==> src/rtl/msg_feeder_pkg.sv <==
// Shared types and default widths for the message feeder.
package msg_feeder_pkg;

  typedef enum logic [2:0] {
    S_IDLE  = 3'd0,
    S_LOAD  = 3'd1,
    S_DRAIN = 3'd2,
    S_EOF   = 3'd3,
    S_DONE  = 3'd4
  } state_t;

  localparam int DATA_W_DEF = 8;
  localparam int LEN_W_DEF  = 16;

endpackage

==> src/rtl/fifo_sync.sv <==
// First-word-fall-through FIFO with a registered head; dout reads 0 when empty.
// A word pushed at edge k is visible on dout after edge k.
module fifo_sync #(
  parameter int WIDTH = 8,
  parameter int DEPTH = 4
) (
  input  logic             clk,
  input  logic             rst,
  input  logic             push,
  input  logic             pop,
  input  logic [WIDTH-1:0] din,
  output logic [WIDTH-1:0] dout,
  output logic             full,
  output logic             empty
);

  localparam int AW = $clog2(DEPTH);
  localparam int CW = AW + 1;

  logic [WIDTH-1:0] mem_q [DEPTH];
  logic [AW-1:0]    wr_ptr_q, wr_ptr_d;
  logic [AW-1:0]    rd_ptr_q, rd_ptr_d;
  logic [CW-1:0]    cnt_q, cnt_d, cnt_kept;
  logic [WIDTH-1:0] dout_q, dout_d;

  always_comb begin
    wr_ptr_d = wr_ptr_q + AW'(push);
    rd_ptr_d = rd_ptr_q + AW'(pop);
    cnt_kept = cnt_q - CW'(pop);
    cnt_d    = cnt_kept + CW'(push);
    // Next head: nothing left, the incoming word, or the next stored word.
    if (cnt_d == '0) begin
      dout_d = '0;
    end else if (cnt_kept == '0) begin
      dout_d = din;
    end else begin
      dout_d = mem_q[rd_ptr_d];
    end
  end

  always_ff @(posedge clk) begin
    if (push) begin
      mem_q[wr_ptr_q] <= din;
    end
  end

  always_ff @(posedge clk or posedge rst) begin
    if (rst) begin
      wr_ptr_q <= '0;
      rd_ptr_q <= '0;
      cnt_q    <= '0;
      dout_q   <= '0;
    end else begin
      wr_ptr_q <= wr_ptr_d;
      rd_ptr_q <= rd_ptr_d;
      cnt_q    <= cnt_d;
      dout_q   <= dout_d;
    end
  end

  assign dout  = dout_q;
  assign full  = (cnt_q == CW'(DEPTH));
  assign empty = (cnt_q == '0);

endmodule

==> src/rtl/msg_feeder.sv <==
// Buffers a fixed-length host message and feeds it to the hash core over F_dr/F_rtr,
// then raises End_of_File until H_ready; pulses start once per message.
import msg_feeder_pkg::*;

module msg_feeder #(
  parameter int DATA_W     = DATA_W_DEF,
  parameter int FIFO_DEPTH = 4,
  parameter int LEN_W      = LEN_W_DEF
) (
  input  logic              clk,
  input  logic              rst,
  input  logic              host_start,
  input  logic [LEN_W-1:0]  msg_len,
  input  logic              host_valid,
  input  logic [DATA_W-1:0] host_data,
  output logic              host_ready,
  output logic [DATA_W-1:0] M,
  output logic              F_dr,
  input  logic              F_rtr,
  output logic              End_of_File,
  output logic              start,
  input  logic              H_ready,
  output logic              busy
);

  state_t             state_q, state_d;
  logic [LEN_W-1:0]   rem_q, rem_d;
  logic               start_q, start_d;
  logic               eof_q, eof_d;
  logic               busy_q, busy_d;
  logic               fifo_full, fifo_empty;
  logic               push, pop;

  assign host_ready = (state_q == S_LOAD) && !fifo_full && (rem_q != '0);
  assign push       = host_valid && host_ready;
  assign pop        = F_dr && F_rtr;
  assign F_dr       = !fifo_empty;

  fifo_sync #(
    .WIDTH (DATA_W),
    .DEPTH (FIFO_DEPTH)
  ) u_fifo (
    .clk   (clk),
    .rst   (rst),
    .push  (push),
    .pop   (pop),
    .din   (host_data),
    .dout  (M),
    .full  (fifo_full),
    .empty (fifo_empty)
  );

  always_comb begin
    state_d = state_q;
    rem_d   = rem_q;
    start_d = 1'b0;
    eof_d   = 1'b0;
    if (push) begin
      rem_d = rem_q - LEN_W'(1);
    end
    case (state_q)
      S_IDLE: begin
        if (host_start) begin
          state_d = S_LOAD;
          rem_d   = msg_len;
          start_d = 1'b1;
        end
      end
      S_LOAD: begin
        if (rem_d == '0) begin
          state_d = S_DRAIN;
        end
      end
      S_DRAIN: begin
        // No pushes happen here, so an empty FIFO stays empty.
        if (fifo_empty) begin
          state_d = S_EOF;
          eof_d   = 1'b1;
        end
      end
      S_EOF: begin
        if (H_ready) begin
          state_d = S_DONE;
        end else begin
          eof_d = 1'b1;
        end
      end
      S_DONE: begin
        state_d = S_IDLE;
      end
      default: begin
        state_d = S_IDLE;
      end
    endcase
    busy_d = (state_d != S_IDLE);
  end

  always_ff @(posedge clk or posedge rst) begin
    if (rst) begin
      state_q <= S_IDLE;
      rem_q   <= '0;
      start_q <= 1'b0;
      eof_q   <= 1'b0;
      busy_q  <= 1'b0;
    end else begin
      state_q <= state_d;
      rem_q   <= rem_d;
      start_q <= start_d;
      eof_q   <= eof_d;
      busy_q  <= busy_d;
    end
  end

  assign start       = start_q;
  assign End_of_File = eof_q;
  assign busy        = busy_q;

endmodule
==> config.mk <==
export PLATFORM = sky130hd
export DESIGN_NAME = msg_feeder
export DESIGN_NICKNAME = d
export VERILOG_FILES = /design/src/rtl/msg_feeder_pkg.sv /design/src/rtl/fifo_sync.sv /design/src/rtl/msg_feeder.sv
export SDC_FILE = /design/constraint.sdc
export NUM_CORES = 1
export LEC_CHECK = 0
export BUFFER_PORTS_ARGS = -buffer_cell sky130_fd_sc_hd__buf_2
export CORE_UTILIZATION = 35
export DETAILED_ROUTE_END_ITERATION = 8
export PLACE_DENSITY = 0.53
export SYNTH_ARGS = -nofsm -noshare
export SYNTH_HDL_FRONTEND = slang
export SYNTH_HIERARCHICAL = 1
export SYNTH_SLANG_ARGS = --single-unit
==> constraint.sdc <==
create_clock -name clk -period 4.2 [get_ports clk]
set_input_delay 1.05 -clock clk [delete_from_list [all_inputs] [get_ports clk]]
set_output_delay 1.05 -clock clk [all_outputs]
set_load 0.02 [all_outputs]
==> flow_summary.yaml <==
status:
  status: "complete, no violations"
synthesis:
  seq_area_frac_synth: 0.577
  synth_ff_type: "dfrtp_1"
  postSynthCellCount: 248
  synth_edf_count: 32
  synth.distinct_cells: 54
  syn_area_per_cell_um2: 13.2
  async_flop_share: 0.536
  synth_area_um2: 3270
  synth_seq_cells: 69
  yosysWarnings: 6
  synth.net_count: 285
critical_path:
  rrSetupSlack_ns: 0.99
  slowest_stage: "or4_1"
  cp.depth: 4
  end_kind: "output pin"
  crit_type: "register to output pin"
  crit_buf_inv: 1
  crit_family: "simple AND/OR/NAND/NOR gates"
  worst_setup_path_start_kind: "register"
  crit_chain: "or4_1 -> or4_4 -> and2_2 -> buf_2"
  worstRegToRegCells: 9
  cp.required_ns: 3.15
  crit_fanout: 6
  cpPeakStageDelay_ns: 0.64
  crit_arrival_ns: 2.38
cts:
  cts_tree: "built"
  cts_resized: 0
  clock_latency_ns: 0.35
  ctsRootBufferMaster: "clkbuf_8"
  clk_pin_slew_ns: 0.08
  clk_path_buf_depth: 2
  cts_max_level: 3
  numClockSinks: 69
  hold_buffers: 0
  cts_setup_buffers: 0
  cts_made_buffers: 9
power:
  peakVddDrop_mv: 0.301
  leakage_uw: 0.00152
  powerDensity_nw_per_um2: 789
  power_uw: 2990
global_route:
  grt_pass1_wl_um: 10800
  grt_pass1_vias: 2079
  overflow: 0
  antenna_found_initial: 0
  track_usage: 0.148
  grt_max_degree: 32
sta:
  finalSetupTns_ns: 0
  maxSlewViolCount: 0
  fin_crit_ns: 3.43
  setup_viol: 0
  slew-limit-headroom: 0.375
  fmax_mhz: 291
  finalHoldViolCount: 0
  hold_slack_ns: 0.541
  grt_setup_unrepaired: "false"
  min_period_over_period: 0.818
  finalWorstSetupSlack_ns: 0.765
  worst_pin_slew_ns: 0.935
  fin_skew_ns: 0.0129
worst_hold_path:
  hold_path_depth: 1
  min_path_type: "register to register"
placement:
  portBuffers: 42
  pre_cts_ws_ns: 1.00
  place_congestion: 0.780
  dp_hpwl_um: 4520
route:
  remaining_drc_errors: 0
  wire_per_inst_um: 16.1
  drtIter0Drc: 89
  via_per_inst: 5.11
  first_pass_iters: 4
  dr_total_vias: 2073
  antenna_left: 0
  wl_um: 6520
finish:
  fin_nets: 330
  antenna_cells: 0
  layout_commonest_cell: "buf_2"
  drive_gt1_frac: 0.285
  area_growth_syn_to_layout_pct: 16.0
  final_cell_mix: "buf_2 (42), dfrtp_1 (37), edfxtp_1 (32), nand2_1 (24), o21ai_0 (15)"
floorplan:
  ioPinCount: 43
  start_util: 0.368
  core-area_um2: 8890
  die_w_um: 98.7
  die_area_um2: 9730
  rows: 34
  die_h_um: 98.7
job:
  cap_violations: 0
-- worst paths after layout --
kind / from / to
min: u_fifo/wr_ptr_q[1]$_DFF_PP0_ / u_fifo/wr_ptr_q[1]$_DFF_PP0_
min reg2reg: u_fifo/wr_ptr_q[1]$_DFF_PP0_ / u_fifo/wr_ptr_q[1]$_DFF_PP0_
max: rem_q[8]$_DFF_PP0_ / host_ready
max in group asynchronous: rst / rem_q[4]$_DFF_PP0_
min in group asynchronous: rst / u_fifo/dout[5]$_DFF_PP0_
max reg2reg: rem_q[8]$_DFF_PP0_ / u_fifo/dout[7]$_DFF_PP0_
-- stage by stage --
| stage | utilization | area, um^2 | std cells |
|---|---|---|---|
| floorplan | - | 3270 | 248 |
| global placement | 0.401 | 3570 | 390 |
| detailed placement | 0.401 | 3570 | 390 |
| CTS | 0.427 | 3790 | 406 |
| global route | 0.427 | 3790 | 406 |
| finish | 0.427 | 3790 | 406 |
-- cell type report --
type                       count  area, um^2
fill                         857        5100
sequential                    69        1890
multi-input combinational    158        1280
timing repair buffer          44         225
tap                          108         135
clock buffer                   9         124
clock inverter                 7         104
inverter                      11        41.3
-- Yosys cell counts, types with 2 or more instances --
cell type / count / area share
dfrtp_1: 37 / 0.28
edfxtp_1: 32 / 0.29
nand2_1: 24 / 0.028
o21ai_0: 15 / 0.023
nor2_1: 12 / 0.014
inv_1: 10 / 0.011
o21a_1: 9 / 0.021
xor2_1: 9 / 0.024
mux4_1: 8 / 0.064
o32a_2: 8 / 0.028
ha_1: 7 / 0.027
nor4_1: 7 / 0.013
xnor2_1: 7 / 0.019
nor3_1: 6 / 0.0092
nor4b_1: 4 / 0.011
clkbuf_1: 3 / 0.0034
nand3_1: 3 / 0.0046
nor2b_1: 3 / 0.0057
a21oi_1: 2 / 0.0031
and3_2: 2 / 0.0046
and3b_1: 2 / 0.0054
mux2_2: 2 / 0.0069
mux2i_1: 2 / 0.0061
nand2b_1: 2 / 0.0038
or4_1: 2 / 0.0046
xor2_2: 2 / 0.0099
-- sequential cells by signal, summed over array words and instances, names as in the netlist --
name,cells
u_fifo/cnt_q,3
state_q,3
u_fifo/mem_q,32
u_fifo/rd_ptr_q,2
rem_q,16
busy,1
u_fifo/dout,8
End_of_File,1
start,1
u_fifo/wr_ptr_q,2
-- routing by layer --
layer | wire length, um | up-vias | GRT usage
li1 | - | 1008 | -
met1 | 3310 | 1024 | 0.208
met2 | 2900 | 35 | 0.217
met3 | 235 | 6 | 0.0369
met4 | 74 | 0 | 0.0666
met5 | 0 | - | 0
-- kinds of logic after synthesis --
| group | count (synthesis) | share of synthesized area |
|---|---|---|
| AO/OA/AOI/OAI | 39 | 0.0853 |
| XOR/XNOR | 19 | 0.0605 |
| adder cells (fa/ha/maj) | 7 | 0.0268 |
| buffers and inverters | 21 | 0.0341 |
| flip-flops | 69 | 0.577 |
| multiplexers | 12 | 0.0773 |
| AND/OR/NAND/NOR | 81 | 0.139 |
-- power breakdown --
group          switching [uW]  internal (uW)
Combinational             670            578
Sequential                176            950
Clock                     274            344
Total                    1120           1870
Note: power is estimated with default switching activity, not from simulation.
